==> config.mk <==
export PLATFORM = sky130hd
export DESIGN_NAME = ex_iter
export DESIGN_NICKNAME = d
export VERILOG_FILES = /design/src/rtl/ex_pkg.sv /design/src/rtl/div_iter.sv /design/src/rtl/ex_iter.sv
export SDC_FILE = /design/constraint.sdc
export NUM_CORES = 1
export LEC_CHECK = 0
export CAP_MARGIN = 40
export CORE_AREA = 2 2 230 210
export CTS_CLUSTER_DIAMETER = 200
export CTS_CLUSTER_SIZE = 25
export DETAILED_ROUTE_END_ITERATION = 10
export DIE_AREA = 0 0 232 212
export PLACE_DENSITY = 0.6
export SYNTH_ARGS = -nofsm -noshare
export SYNTH_HDL_FRONTEND = slang
export SYNTH_SLANG_ARGS = --single-unit
==> constraint.sdc <==
create_clock -name clk -period 6.4 [get_ports clk]
set_input_delay 1.92 -clock clk [delete_from_list [all_inputs] [get_ports clk]]
set_output_delay 1.92 -clock clk [all_outputs]
set_load 0.02 [all_outputs]
==> src/rtl/ex_pkg.sv <==
// ex_pkg: operation/result-class encodings and FSM state constants for the execute stage
package ex_pkg;
   localparam logic [7:0] OP_AND  = 8'h24;
   localparam logic [7:0] OP_OR   = 8'h25;
   localparam logic [7:0] OP_XOR  = 8'h26;
   localparam logic [7:0] OP_NOR  = 8'h27;
   localparam logic [7:0] OP_SLL  = 8'h7C;
   localparam logic [7:0] OP_SRL  = 8'h02;
   localparam logic [7:0] OP_SRA  = 8'h03;
   localparam logic [7:0] OP_ROTR = 8'h04;
   localparam logic [7:0] OP_DIV  = 8'h1A;
   localparam logic [7:0] OP_DIVU = 8'h1B;
   localparam logic [2:0] RES_NOP   = 3'b000;
   localparam logic [2:0] RES_LOGIC = 3'b001;
   localparam logic [2:0] RES_SHIFT = 3'b010;
   localparam logic [2:0] RES_DIV   = 3'b110;
   typedef logic [1:0] state_t;
   localparam state_t IDLE     = 2'd0;
   localparam state_t DIV_CALC = 2'd1;
   localparam state_t DIV_DONE = 2'd2;
endpackage

==> src/rtl/div_iter.sv <==
// div_iter: restoring signed/unsigned divider, one quotient bit per cycle
module div_iter
   import ex_pkg::*;
#(
   parameter int DATA_W = 32
) (
   input  logic              clk,
   input  logic              rst,
   input  logic              start,
   input  logic              abort,
   input  logic              signed_op,
   input  logic [DATA_W-1:0] dividend,
   input  logic [DATA_W-1:0] divisor,
   output logic              idle,
   output logic              done,
   output logic [DATA_W-1:0] quo,
   output logic [DATA_W-1:0] rem
);
   localparam int CNT_W = $clog2(DATA_W) + 1;
   state_t            state;
   logic [CNT_W-1:0]  cnt;
   logic [DATA_W-1:0] den_q, quo_q, rem_q;
   logic              qneg_q, rneg_q, dz_q, dz;
   logic [DATA_W:0]   trial, diff;
   assign dz    = divisor == '0;
   assign trial = {rem_q, quo_q[DATA_W-1]};
   assign diff  = trial - {1'b0, den_q};
   assign idle  = state == IDLE;
   assign done  = state == DIV_DONE;
   // divide-by-zero keeps the raw dividend and all-ones quotient, no sign fixup
   assign quo   = dz_q ? quo_q : (qneg_q ? -quo_q : quo_q);
   assign rem   = dz_q ? rem_q : (rneg_q ? -rem_q : rem_q);
   always_ff @(posedge clk) begin
      if (rst) begin
         state  <= IDLE;
         cnt    <= '0;
         den_q  <= '0;
         quo_q  <= '0;
         rem_q  <= '0;
         qneg_q <= 1'b0;
         rneg_q <= 1'b0;
         dz_q   <= 1'b0;
      end else if (abort) begin
         state <= IDLE;
      end else begin
         case (state)
            IDLE: if (start) begin
               dz_q   <= dz;
               qneg_q <= signed_op & (dividend[DATA_W-1] ^ divisor[DATA_W-1]);
               rneg_q <= signed_op & dividend[DATA_W-1];
               den_q  <= signed_op & divisor[DATA_W-1] ? -divisor : divisor;
               quo_q  <= dz ? '1 : (signed_op & dividend[DATA_W-1] ? -dividend : dividend);
               rem_q  <= dz ? dividend : '0;
               cnt    <= CNT_W'(DATA_W);
               state  <= dz ? DIV_DONE : DIV_CALC;
            end
            DIV_CALC: begin
               rem_q <= diff[DATA_W] ? trial[DATA_W-1:0] : diff[DATA_W-1:0];
               quo_q <= {quo_q[DATA_W-2:0], ~diff[DATA_W]};
               cnt   <= cnt - 1'b1;
               if (cnt == CNT_W'(1)) state <= DIV_DONE;
            end
            default: state <= IDLE;
         endcase
      end
   end
endmodule

==> src/rtl/ex_iter.sv <==
// ex_iter: execute stage with single-cycle logic/shift ALU and iterative divider
module ex_iter
   import ex_pkg::*;
#(
   parameter int DATA_W    = 32,
   parameter int SHAMT_W   = $clog2(DATA_W),
   parameter int REGADDR_W = 5
) (
   input  logic                 clk,
   input  logic                 rst,
   input  logic                 flush_i,
   input  logic                 valid_i,
   output logic                 ready_o,
   input  logic [7:0]           aluop_i,
   input  logic [2:0]           alusel_i,
   input  logic [DATA_W-1:0]    reg1_i,
   input  logic [DATA_W-1:0]    reg2_i,
   input  logic [REGADDR_W-1:0] wd_i,
   input  logic                 wreg_i,
   output logic                 valid_o,
   output logic [REGADDR_W-1:0] wd_o,
   output logic                 wreg_o,
   output logic [DATA_W-1:0]    wdata_o,
   output logic                 whilo_o,
   output logic [DATA_W-1:0]    hi_o,
   output logic [DATA_W-1:0]    lo_o
);
   logic                 accept, is_div, start, done, ok;
   logic [DATA_W-1:0]    res, quo, rem;
   logic [2*DATA_W-1:0]  rot;
   logic [SHAMT_W-1:0]   sh;
   logic [REGADDR_W-1:0] div_wd;
   assign sh     = reg1_i[SHAMT_W-1:0];
   assign rot    = {reg2_i, reg2_i} >> sh;
   assign is_div = alusel_i == RES_DIV && (aluop_i == OP_DIV || aluop_i == OP_DIVU);
   assign accept = valid_i & ready_o & ~flush_i;
   assign start  = accept & is_div;
   always_comb begin
      res = '0;
      ok  = 1'b1;
      case ({alusel_i, aluop_i})
         {RES_LOGIC, OP_AND}:  res = reg1_i & reg2_i;
         {RES_LOGIC, OP_OR}:   res = reg1_i | reg2_i;
         {RES_LOGIC, OP_XOR}:  res = reg1_i ^ reg2_i;
         {RES_LOGIC, OP_NOR}:  res = ~(reg1_i | reg2_i);
         {RES_SHIFT, OP_SLL}:  res = reg2_i << sh;
         {RES_SHIFT, OP_SRL}:  res = reg2_i >> sh;
         {RES_SHIFT, OP_SRA}:  res = $signed(reg2_i) >>> sh;
         {RES_SHIFT, OP_ROTR}: res = rot[DATA_W-1:0];
         default:              ok  = 1'b0;
      endcase
   end
   div_iter #(.DATA_W(DATA_W)) u_div (
      .clk       (clk),
      .rst       (rst),
      .start     (start),
      .abort     (flush_i),
      .signed_op (aluop_i == OP_DIV),
      .dividend  (reg1_i),
      .divisor   (reg2_i),
      .idle      (ready_o),
      .done      (done),
      .quo       (quo),
      .rem       (rem)
   );
   always_ff @(posedge clk) begin
      if (rst) begin
         valid_o <= 1'b0;
         wd_o    <= '0;
         wreg_o  <= 1'b0;
         wdata_o <= '0;
         whilo_o <= 1'b0;
         hi_o    <= '0;
         lo_o    <= '0;
         div_wd  <= '0;
      end else begin
         valid_o <= 1'b0;
         whilo_o <= 1'b0;
         if (start) div_wd <= wd_i;
         // flush wins over a divide that would complete this edge
         if (done && !flush_i) begin
            valid_o <= 1'b1;
            whilo_o <= 1'b1;
            wreg_o  <= 1'b0;
            wd_o    <= div_wd;
            hi_o    <= rem;
            lo_o    <= quo;
         end else if (accept && !is_div) begin
            valid_o <= 1'b1;
            wd_o    <= wd_i;
            wreg_o  <= wreg_i & ok;
            wdata_o <= res;
         end
      end
   end
endmodule

* Word-level counts from Yosys, hierarchy flattened
Cells that the tools add are included.
** Cells by class
- Add/subtract/negate cells :: 6
- Equality and inequality tests :: 16
- Shift operators :: 4
- Muxes and demuxes :: 26
- Bitwise operators :: 15
- Reduce and logical (&&, ||, !) cells :: 17
** Operator list (count)
- two-way mux 32 bit :: 11
- case mux 32 bit (8 select lines) :: 1
- negation 32 bit :: 4
- case mux 32 bit (2 select lines) :: 2
- >> shifter 64 x 5 -> 32 bit :: 1
- == test 11 x 10 -> 1 bit (second input constant) :: 4
- == test 11 x 9 -> 1 bit (second input constant) :: 4
- subtractor 33 x 32 -> 33 bit :: 1
- bitwise AND 32 bit :: 1
- logical NOT 32 bit :: 1
- NOT 32 bit :: 1
- bitwise OR 32 bit :: 1
- << shifter 32 x 5 -> 32 bit :: 1
- >> shifter 32 x 5 -> 32 bit :: 1
- >>> shifter 32 x 5 -> 32 bit :: 1
- XOR 32 bit :: 1
- == test 8 x 5 -> 1 bit (second input constant) :: 2
- case mux 6 bit (2 select lines) :: 1
- two-way mux 5 bit :: 2
- OR reduction 8 bit :: 1
- bitwise AND 1 bit :: 7
- == test 6 x 1 -> 1 bit (second input constant) :: 1
- two-way mux 2 bit :: 3
- two-way mux 6 bit :: 1
- 17 further kinds :: 30
** Word-level totals
- Register bits after elaboration :: 216
- Input bits :: 85
- Output and inout bits :: 105
- Word-level logic and storage cells :: 100

* Longest topological paths before layout
Gate-level depths: netlist of the first run.
- Word-level depth :: 7
- Gate-level depth with buffers :: 15
- Depth with buffers taken out :: 13

* By module
A second synthesis of the first run with hierarchy kept.
** Unflattened totals
- Cells, all modules :: 2593
- Area total of the unflattened synthesis :: 19779.0 um^2
** By module, submodules not included
- ex_iter :: instances 1, cells an instance 1383, area an instance 10786.6 um^2, sequential area each 2182.1 um^2
- div_iter :: instances 1, cells an instance 1210, area an instance 8992.4 um^2, sequential area each 2142.1 um^2

* Worst setup path before layout of the first run
Ideal clock, no wire load.
- Path kind :: input to register
- From :: in reg1_i[1]
- To :: reg u_div.quo_q[26]
- Setup time :: 0.132 ns
- Arrival :: 4.755 ns
- Data required time :: 6.268 ns
- Path slack :: 1.513 ns
- Stages :: 13
- Buffers on the path :: 3
- Cells stage by stage :: buf_1 -> inv_1 -> buf_1 -> clkbuf_1 -> ha_1 -> nand4_1 -> or3_1 -> nor2_1 -> and3_1 -> a41oi_1 -> xnor2_1 -> o221ai_1 -> a21oi_1
** Between the ends
- Cells in the longest elaborated chain, start to end :: 5
** Ends and longest elaborated chain
- start: declaration :: RTL line ex_iter.sv:16 : input logic [DATA_W-1:0] reg1_i,
- negation 32 bit :: RTL line div_iter.sv:52 : quo_q <= dz ? '1 : (signed_op & dividend[DATA_W-1] ? -dividend : dividend);
- two-way mux 32 bit (2 in a row) :: RTL line div_iter.sv:52
- two-way mux 32 bit :: RTL line div_iter.sv:47 : IDLE: if (start) begin
- case mux 32 bit (2 select lines) :: RTL line div_iter.sv:46 : case (state)
- end signal: assignment :: RTL line div_iter.sv:52
- end signal: assignment :: RTL line div_iter.sv:59 : quo_q <= {quo_q[DATA_W-2:0], ~diff[DATA_W]};
- end: declaration :: RTL line div_iter.sv:22 : logic [DATA_W-1:0] den_q, quo_q, rem_q;
No other way between the ends. The select of a mux whose other input is x is not followed.
A chain may end at the register's enable or synchronous reset.

* Final worst setup path of the first run
- From :: in reg2_i[20]
- To :: reg u_div.rem_q[11]
** Between the ends
- Cells in the longest elaborated chain, start to end :: 4
** Ends and longest elaborated chain
- start: declaration :: RTL line ex_iter.sv:17 : input logic [DATA_W-1:0] reg2_i,
- logical NOT 32 bit :: RTL line div_iter.sv:25 : assign dz = divisor == '0;
- two-way mux 32 bit :: RTL line div_iter.sv:53 : rem_q <= dz ? dividend : '0;
- two-way mux 32 bit :: RTL line div_iter.sv:47
- case mux 32 bit (2 select lines) :: RTL line div_iter.sv:46
- end signal: assignment :: RTL line div_iter.sv:53
- end signal: assignment :: RTL line div_iter.sv:58 : rem_q <= diff[DATA_W] ? trial[DATA_W-1:0] : diff[DATA_W-1:0];
- end: declaration :: RTL line div_iter.sv:22
No other way between the ends. The select of a mux whose other input is x is not followed.

==> out/results.txt, run 1 <==
status - completed
GRT Residual Overflow - 0
Setup crit start kind - input pin
Port Buffers - 189
Worst Min Path Start - hi_o[6]
CP Max Fanout - 28
Tightest Hold Check Type - reg2reg
final-layout fill cell count - 4752
post-synth cell types - 73
slew margin rel. - 36.30%
main combinational cell family by area after synthesis - compound AO/OA/AOI/OAI gates
vias per inst - 6.134
Nets - 2701
TritonRoute pass-1 iters - 6
die area - 49180 µm²
setup bufs post-CTS - 0
post-detailed-route wirelength per cell - 23.86 µm
Post-synth ARST share - 0%
Worst VDD drop - 0.0001145 V
Setup-failing EPs final - 0
Worst R2R Start - u_div.quo_q[31]
arrival time worst endpoint - 5.94 ns
routability cong. - 1.005
number of buffers created by CTS - 12
Hold Fails Final Rpt - 0
fin crit share - 86.48%
Synth Register Bits - 216
EDFF count, synth - 0
sequential cell area fraction in the yosys report - 23.36%
Final Util - 45.32%
vias in the first global route - 17392
Tmin final - 5.535 ns
crit end category - flip-flop
Die Span X - 232 µm
max-slew violations - 0
# rows - 76
unrepaired setup endpoints after global routing - false
H-tree depth - 1
Peak Freq - 180.7 MHz
Clk Latency, worst-skew pair - 0.53 ns
Synth Area in Simple Gates - 18.55%
die height - 212 µm
cts hold-fix bufs - 0
Mapped Cells - 2449
CP required - 6.80 ns
Main synth FF type - dfxtp_1
first-pass GRT wire length - 111300 µm
Synth Warn # - 0
Total GRT Usage - 29.64%
Worst-path clk slew - 0.09 ns
# IOs - 190
DR DRC count - 0
xor/xnor share of the synthesized area - 8.280%
largest net degree at the start of global routing - 75
post_cts resized - 0
DR vias - 19256
complex-gate fraction of the synthesized area - 25.12%
Synthesized Nets - 2638
Initial Util - 39.33%
share of layout cells above drive strength 1 - 6.887%
clock sink total - 216
leakage - 7.829 nW
mean area per synthesized cell - 7.559 µm²
drt first-iter violations - 2373
Post-Syn Area - 18510 µm²
initial antenna violation count - 4
CTS tree - yes
crit path launch - reg2_i[20]
final wirelength - 74890 µm
Routed Antenna Nets - 0
adder-cell share of the synthesized area - 7.070%
final setup skew - 0.03874 ns
Crit Path Class - in2reg
Least-Margin Pin Slew - 0.9455 ns
total power - 2.901 mW
P per Cell Area - 136.0 nW/µm²
post-DP HPWL - 57990 µm
clk buf depth - 3
Hold WS - 0.4580 ns
post-synthesis mux area share - 11.12%
Area Growth Syn to Fin - 15.25%
max-cap violation count - 0
Core ar. - 47070 µm²
total negative slack - 0 ns
Clock Tree Root - clkbuf_16
path summary, 6_finish.rpt:
kind                     endpoint  slack, ns  cells past startpoint
hold / removal            hi_o[6]       0.46                      2
setup / recovery  u_div.rem_q[11]       0.87                      9
setup reg to reg  u_div.rem_q[11]       2.60                     14
hold reg to reg           hi_o[6]       0.46                      2
cell usage in the layout (no fill, tap or decap), types with 8 or more instances in the layout:
master | netlist | routed
xnor2_1 | 127 | 127
a221oi_1 | 8 | 8
nand3_1 | 72 | 72
or4_1 | 10 | 10
xor2_1 | 48 | 48
o41ai_1 | 16 | 16
a211oi_1 | 53 | 53
o21ai_0 | 192 | 192
o31ai_1 | 19 | 19
buf_4 | 2 | 61
nor3_1 | 40 | 40
a211o_1 | 11 | 11
clkbuf_16 | 0 | 13
mux4_2 | 54 | 54
and3_1 | 9 | 9
or3_1 | 26 | 25
a31oi_1 | 33 | 33
o221ai_1 | 31 | 31
clkdlybuf4s50_1 | 0 | 181
a311oi_1 | 26 | 26
and2_1 | 11 | 11
dfxtp_1 | 216 | 216
nor2_1 | 227 | 222
o211ai_1 | 13 | 13
ha_1 | 103 | 103
a21o_1 | 25 | 25
mux2i_1 | 74 | 74
nor4_1 | 20 | 18
nand2b_1 | 17 | 17
nand4_1 | 14 | 14
inv_1 | 114 | 112
a22oi_1 | 18 | 18
nand2_1 | 281 | 281
o22ai_1 | 17 | 17
a21oi_1 | 219 | 219
mux2_2 | 9 | 9
flip-flops by register name, summed over array words and instances, names as in the netlist:
name,count
div_wd,5
hi_o,32
lo_o,32
u_div.cnt,6
u_div.den_q,32
u_div.dz_q,1
u_div.qneg_q,1
u_div.quo_q,32
u_div.rem_q,32
u_div.rneg_q,1
u_div.state,2
valid_o,1
wd_o,5
wdata_o,32
whilo_o,1
wreg_o,1
layout make-up:
class / count / area [µm²] / area share [%]
inverters: 114 / 427.9 / 2.006
diodes: 3 / 7.507 / 0.03519
clock inverters: 1 / 11.26 / 0.05278
well taps: 624 / 780.7 / 3.660
flip-flops and latches: 216 / 4324 / 20.27
clock buffers: 13 / 325.3 / 1.525
repair buffers: 252 / 2411 / 11.30
multi-input cells: 1916 / 13050 / 61.15
stage by stage:
step	instances	worst slack, ns	instance area (µm²)
finish	3139	0.8655	21330
detailed placement	3122	0.4834	20990
floorplan	2449	1.513	18510
global route	3136	0.7104	21330
global placement	3116	0.7288	20870
CTS	3136	1.002	21330
where the power goes:
group          internal [mW]  switching, mW
Clock                  0.371          0.507
Combinational          0.249          0.427
Sequential              1.35        0.00131
cell families after synthesis:
family,after synthesis
AND/OR/NAND/NOR,762
AO/OA/AOI/OAI,738
buffers and inverters,317
flip-flops,216
XOR/XNOR,175
multiplexers,137
adder cells (fa/ha/maj),104
synthesized netlist by cell type (6+ instances only):
library cell  number  area, µm²
a221oi_1           8      70.07
a211o_1           11      96.34
a31oi_1           33      206.5
o31ai_1           19      142.6
inv_1            114      427.9
nand3_1           72      360.4
clkbuf_1         166      623.1
a211oi_1          53      397.9
a21o_1            25      187.7
o221ai_1          31      271.5
a311oi_1          26      227.7
nor2_1           227      852.1
and2_1            11      68.82
mux2i_1           74      740.7
o22ai_1           17      106.4
buf_1             30      112.6
or3_1             26      162.7
nor2b_1            8      50.05
and3_1             9      56.30
nor4_1            20      125.1
nand2b_1          17      106.4
dfxtp_1          216       4324
nor3_1            40      200.2
o21ai_0          192      960.9
or4_1             10      75.07
a41oi_1            6      52.55
a21oi_1          219       1096
o211ai_1          13      97.59
xnor2_1          127       1112
mux4_2            54       1216
mux2_2             9      101.4
o41ai_1           16      140.1
xor2_1            48      420.4
a22oi_1           18      135.1
a22o_1             7      61.31
nand4_1           14      87.58
ha_1             103       1289
nand2_1          281       1055
routing by layer:
layer	track usage, %	part of all wire [%]	up-vias
met4	11.58	4.3	4
li1	-	-	8962
met2	43.73	42	988
met5	0	0.037	-
met3	5.271	9.9	140
met1	42.63	44	9162
worst max-delay path, stage by stage:
cell	delay [ns]
clkdlybuf4s50_1	0.61
or4_1	0.64
nor4b_1	0.50
nand4b_1	0.41
or4_1	0.84
nor2_2	0.21
buf_4	0.35
a21oi_1	0.13
a311oi_1	0.30
No activity file was read; power rests on OpenSTA's default activity.
==> inputs of run 2 (changes only) <==
--- a/config.mk
+++ b/config.mk
@@ -6,12 +6,13 @@
 export NUM_CORES = 1
 export LEC_CHECK = 0
 export CAP_MARGIN = 40
-export CORE_AREA = 2 2 230 210
+export CORE_AREA = 2 2 197 180
 export CTS_CLUSTER_DIAMETER = 200
 export CTS_CLUSTER_SIZE = 25
 export DETAILED_ROUTE_END_ITERATION = 10
-export DIE_AREA = 0 0 232 212
-export PLACE_DENSITY = 0.6
+export DIE_AREA = 0 0 199 182
+export PLACE_DENSITY = 0.78
+export SLEW_MARGIN = 20
 export SYNTH_ARGS = -nofsm -noshare
 export SYNTH_HDL_FRONTEND = slang
 export SYNTH_SLANG_ARGS = --single-unit
==> run 2 against run 1 <==
Net effect:
- worst setup slack improved by 0.37 ns
- combinational power rose by 2%
- via count increased by 2.1%
- hold slack about the same
- non-clock buffer count rose by 8
- largest power group unchanged
- largest cell class unchanged
- critical path depth stayed put
- total power about the same
- critical endpoint is now u_div.rem_q[14]
- die area shrank 26%
- clock-buffer cell count stayed put
==> out/results.txt, run 2 (synthesis gave the netlist of run 1 again) <==
status - completed
TritonRoute pass-1 iters - 6
number of buffers created by CTS - 12
Multi-input gate area - 13050 µm²
total negative slack - 0 ns
met2 usage - 62.77%
max-slew violations - 0
Clk Latency, worst-skew pair - 0.51 ns
final wirelength - 72870 µm
Clock Tree Root - clkbuf_16
fin crit share - 80.70%
most frequent cells in the layout - nand2_1 (281), nor2_1 (223), a21oi_1 (219)
Tmin final - 5.164 ns
commonest non-fill, non-tap cell in the layout - nand2_1
Least-Margin Pin Slew - 0.8588 ns
H-tree depth - 1
Worst-path clk slew - 0.10 ns
P per Cell Area - 136.6 nW/µm²
die height - 182 µm
CP top delay family - simple AND/OR/NAND/NOR gates
unrepaired setup endpoints after global routing - false
max-cap violation count - 0
Die Span X - 199 µm
slowest stage delay, CP - 0.71 ns
DR vias - 19668
Port Buffers - 189
Pint - 1.968 mW
crit-path cells - clkdlybuf4s50_1, nor4_1, nand2_1, nand4b_1, or4_1, nor2_1, buf_4, a21oi_1, a311oi_1
first-pass GRT wire length - 111000 µm
crit path max-delay cell type - or4_1
Area Growth Syn to Fin - 14.64%
Nets - 2709
post-detailed-route wirelength per cell - 24.37 µm
CP Max Fanout - 17
gr busiest metal - met2
Comb pwr share - 23.7%
# IOs - 190
Buf/Inv on CP - 2
CP required - 6.80 ns
# rows - 65
Core ar. - 34400 µm²
Worst VDD drop - 0.0001185 V
routability cong. - 1.016
GRT Residual Overflow - 0
clk buf depth - 3
Total GRT Usage - 39.66%
leakage - 7.884 nW
Routed Antenna Nets - 0
Peak Freq - 193.6 MHz
switch share - 32.12%
Clock power frac - 29.9%
vias per inst - 6.578
largest net degree at the start of global routing - 75
Setup-failing EPs final - 0
DR DRC count - 0
arrival time worst endpoint - 5.56 ns
vias in the first global route - 18338
initial antenna violation count - 1
Tightest Hold Check Type - reg2reg
setup bufs post-CTS - 0
P_sw - 0.9313 mW
Setup crit start kind - input pin
Post-DP Area - 20780 µm²
CTS tree - yes
crit end category - flip-flop
share of layout cells above drive strength 1 - 7.183%
slew margin rel. - 42.14%
final-layout fill cell count - 3142
post-DP HPWL - 55680 µm
Design Area, Final - 21220 µm²
register share of total power - 46.4%
final setup skew - 0.02803 ns
met1 GRT Util - 51.31%
drt first-iter violations - 2331
GR Layer Usage met3 - 5.851%
Initial Util - 53.81%
Hold Fails Final Rpt - 0
post_cts resized - 0
cts hold-fix bufs - 0
Crit Path Class - in2reg
die area - 36220 µm²
clock sink total - 216
Register Area - 4324 µm²
==> run 2: cell types whose count changed in the layout (fill, tap and decap cells not counted), sizes merged <==
| cell | previous run | this run |
|---|---|---|
| buf | 71 | 79 |
| inv | 114 | 115 |
| diode | 3 | 1 |
| clkinv | 1 | 0 |
==> run 2: area by class of cell <==
class | instances | area share [%]
multi-input combinational | 1916 | 61.48
sequential | 216 | 20.38
timing repair buffer | 260 | 11.76
tap | 469 | 2.765
inverter | 114 | 2.016
clock buffer | 13 | 1.533
clock inverter | 1 | 0.05306
antenna | 1 | 0.01179
==> run 2: worst reg2reg max path: stages, from the launching register on <==
cell      delay [ns]
dfxtp_1         0.33
inv_1           0.14
ha_1            0.18
inv_1           0.05
fa_1            0.42
a211oi_1        0.33
o211ai_1        0.18
a21oi_1         0.25
o211ai_1        0.18
a211o_1         0.31
a21o_1          0.20
and2_1          0.17
buf_4           0.26
and4_1          0.25
or3_1           0.33
==> run 2: per-layer routing <==
| layer | part of all wire (%) | wire length [µm] |
|---|---|---|
| met5 | 0 | 0 |
| met4 | 6.9 | 5038 |
| met3 | 9.4 | 6824 |
| met2 | 45 | 32940 |
| met1 | 39 | 28070 |
==> run 2: path summary, 6_finish.rpt <==
path	start	end	slack (ns)	depth (start not counted)
worst min-delay path	hi_o[17]	hi_o[17]	0.46	2
worst max-delay path	reg2_i[2]	u_div.rem_q[14]	1.24	9
worst min register to register	hi_o[17]	hi_o[17]	0.46	2
worst max register to register	u_div.quo_q[31]	u_div.rem_q[27]	2.71	14
==> run 2: per-stage QoR <==
step	cells	utilization, %	hold WS (ns)	total power [mW]	worst slack [ns]
3_5_place_dp	2970	60.40	0.4405	2.032	0.8007
3_3_place_gp	2968	60.28	0.4329	2.026	0.9265
6_report	2990	61.69	0.4577	2.899	1.236
5_1_grt	2990	61.69	0.4785	2.980	1.069
4_1_cts	2984	61.37	0.4617	2.876	1.308
2_1_floorplan	2449	-	0.4319	1.769	1.513
==> run 2: power by group through the flow <==
stage | Sequential (mW) | Clock (mW) | Combinational [mW]
detailed placement | 1.38 | 0 | 0.654
finish | 1.35 | 0.866 | 0.687
global placement | 1.38 | 0 | 0.649
global route | 1.35 | 0.915 | 0.717
CTS | 1.35 | 0.871 | 0.659
floorplan | 1.38 | 0 | 0.390
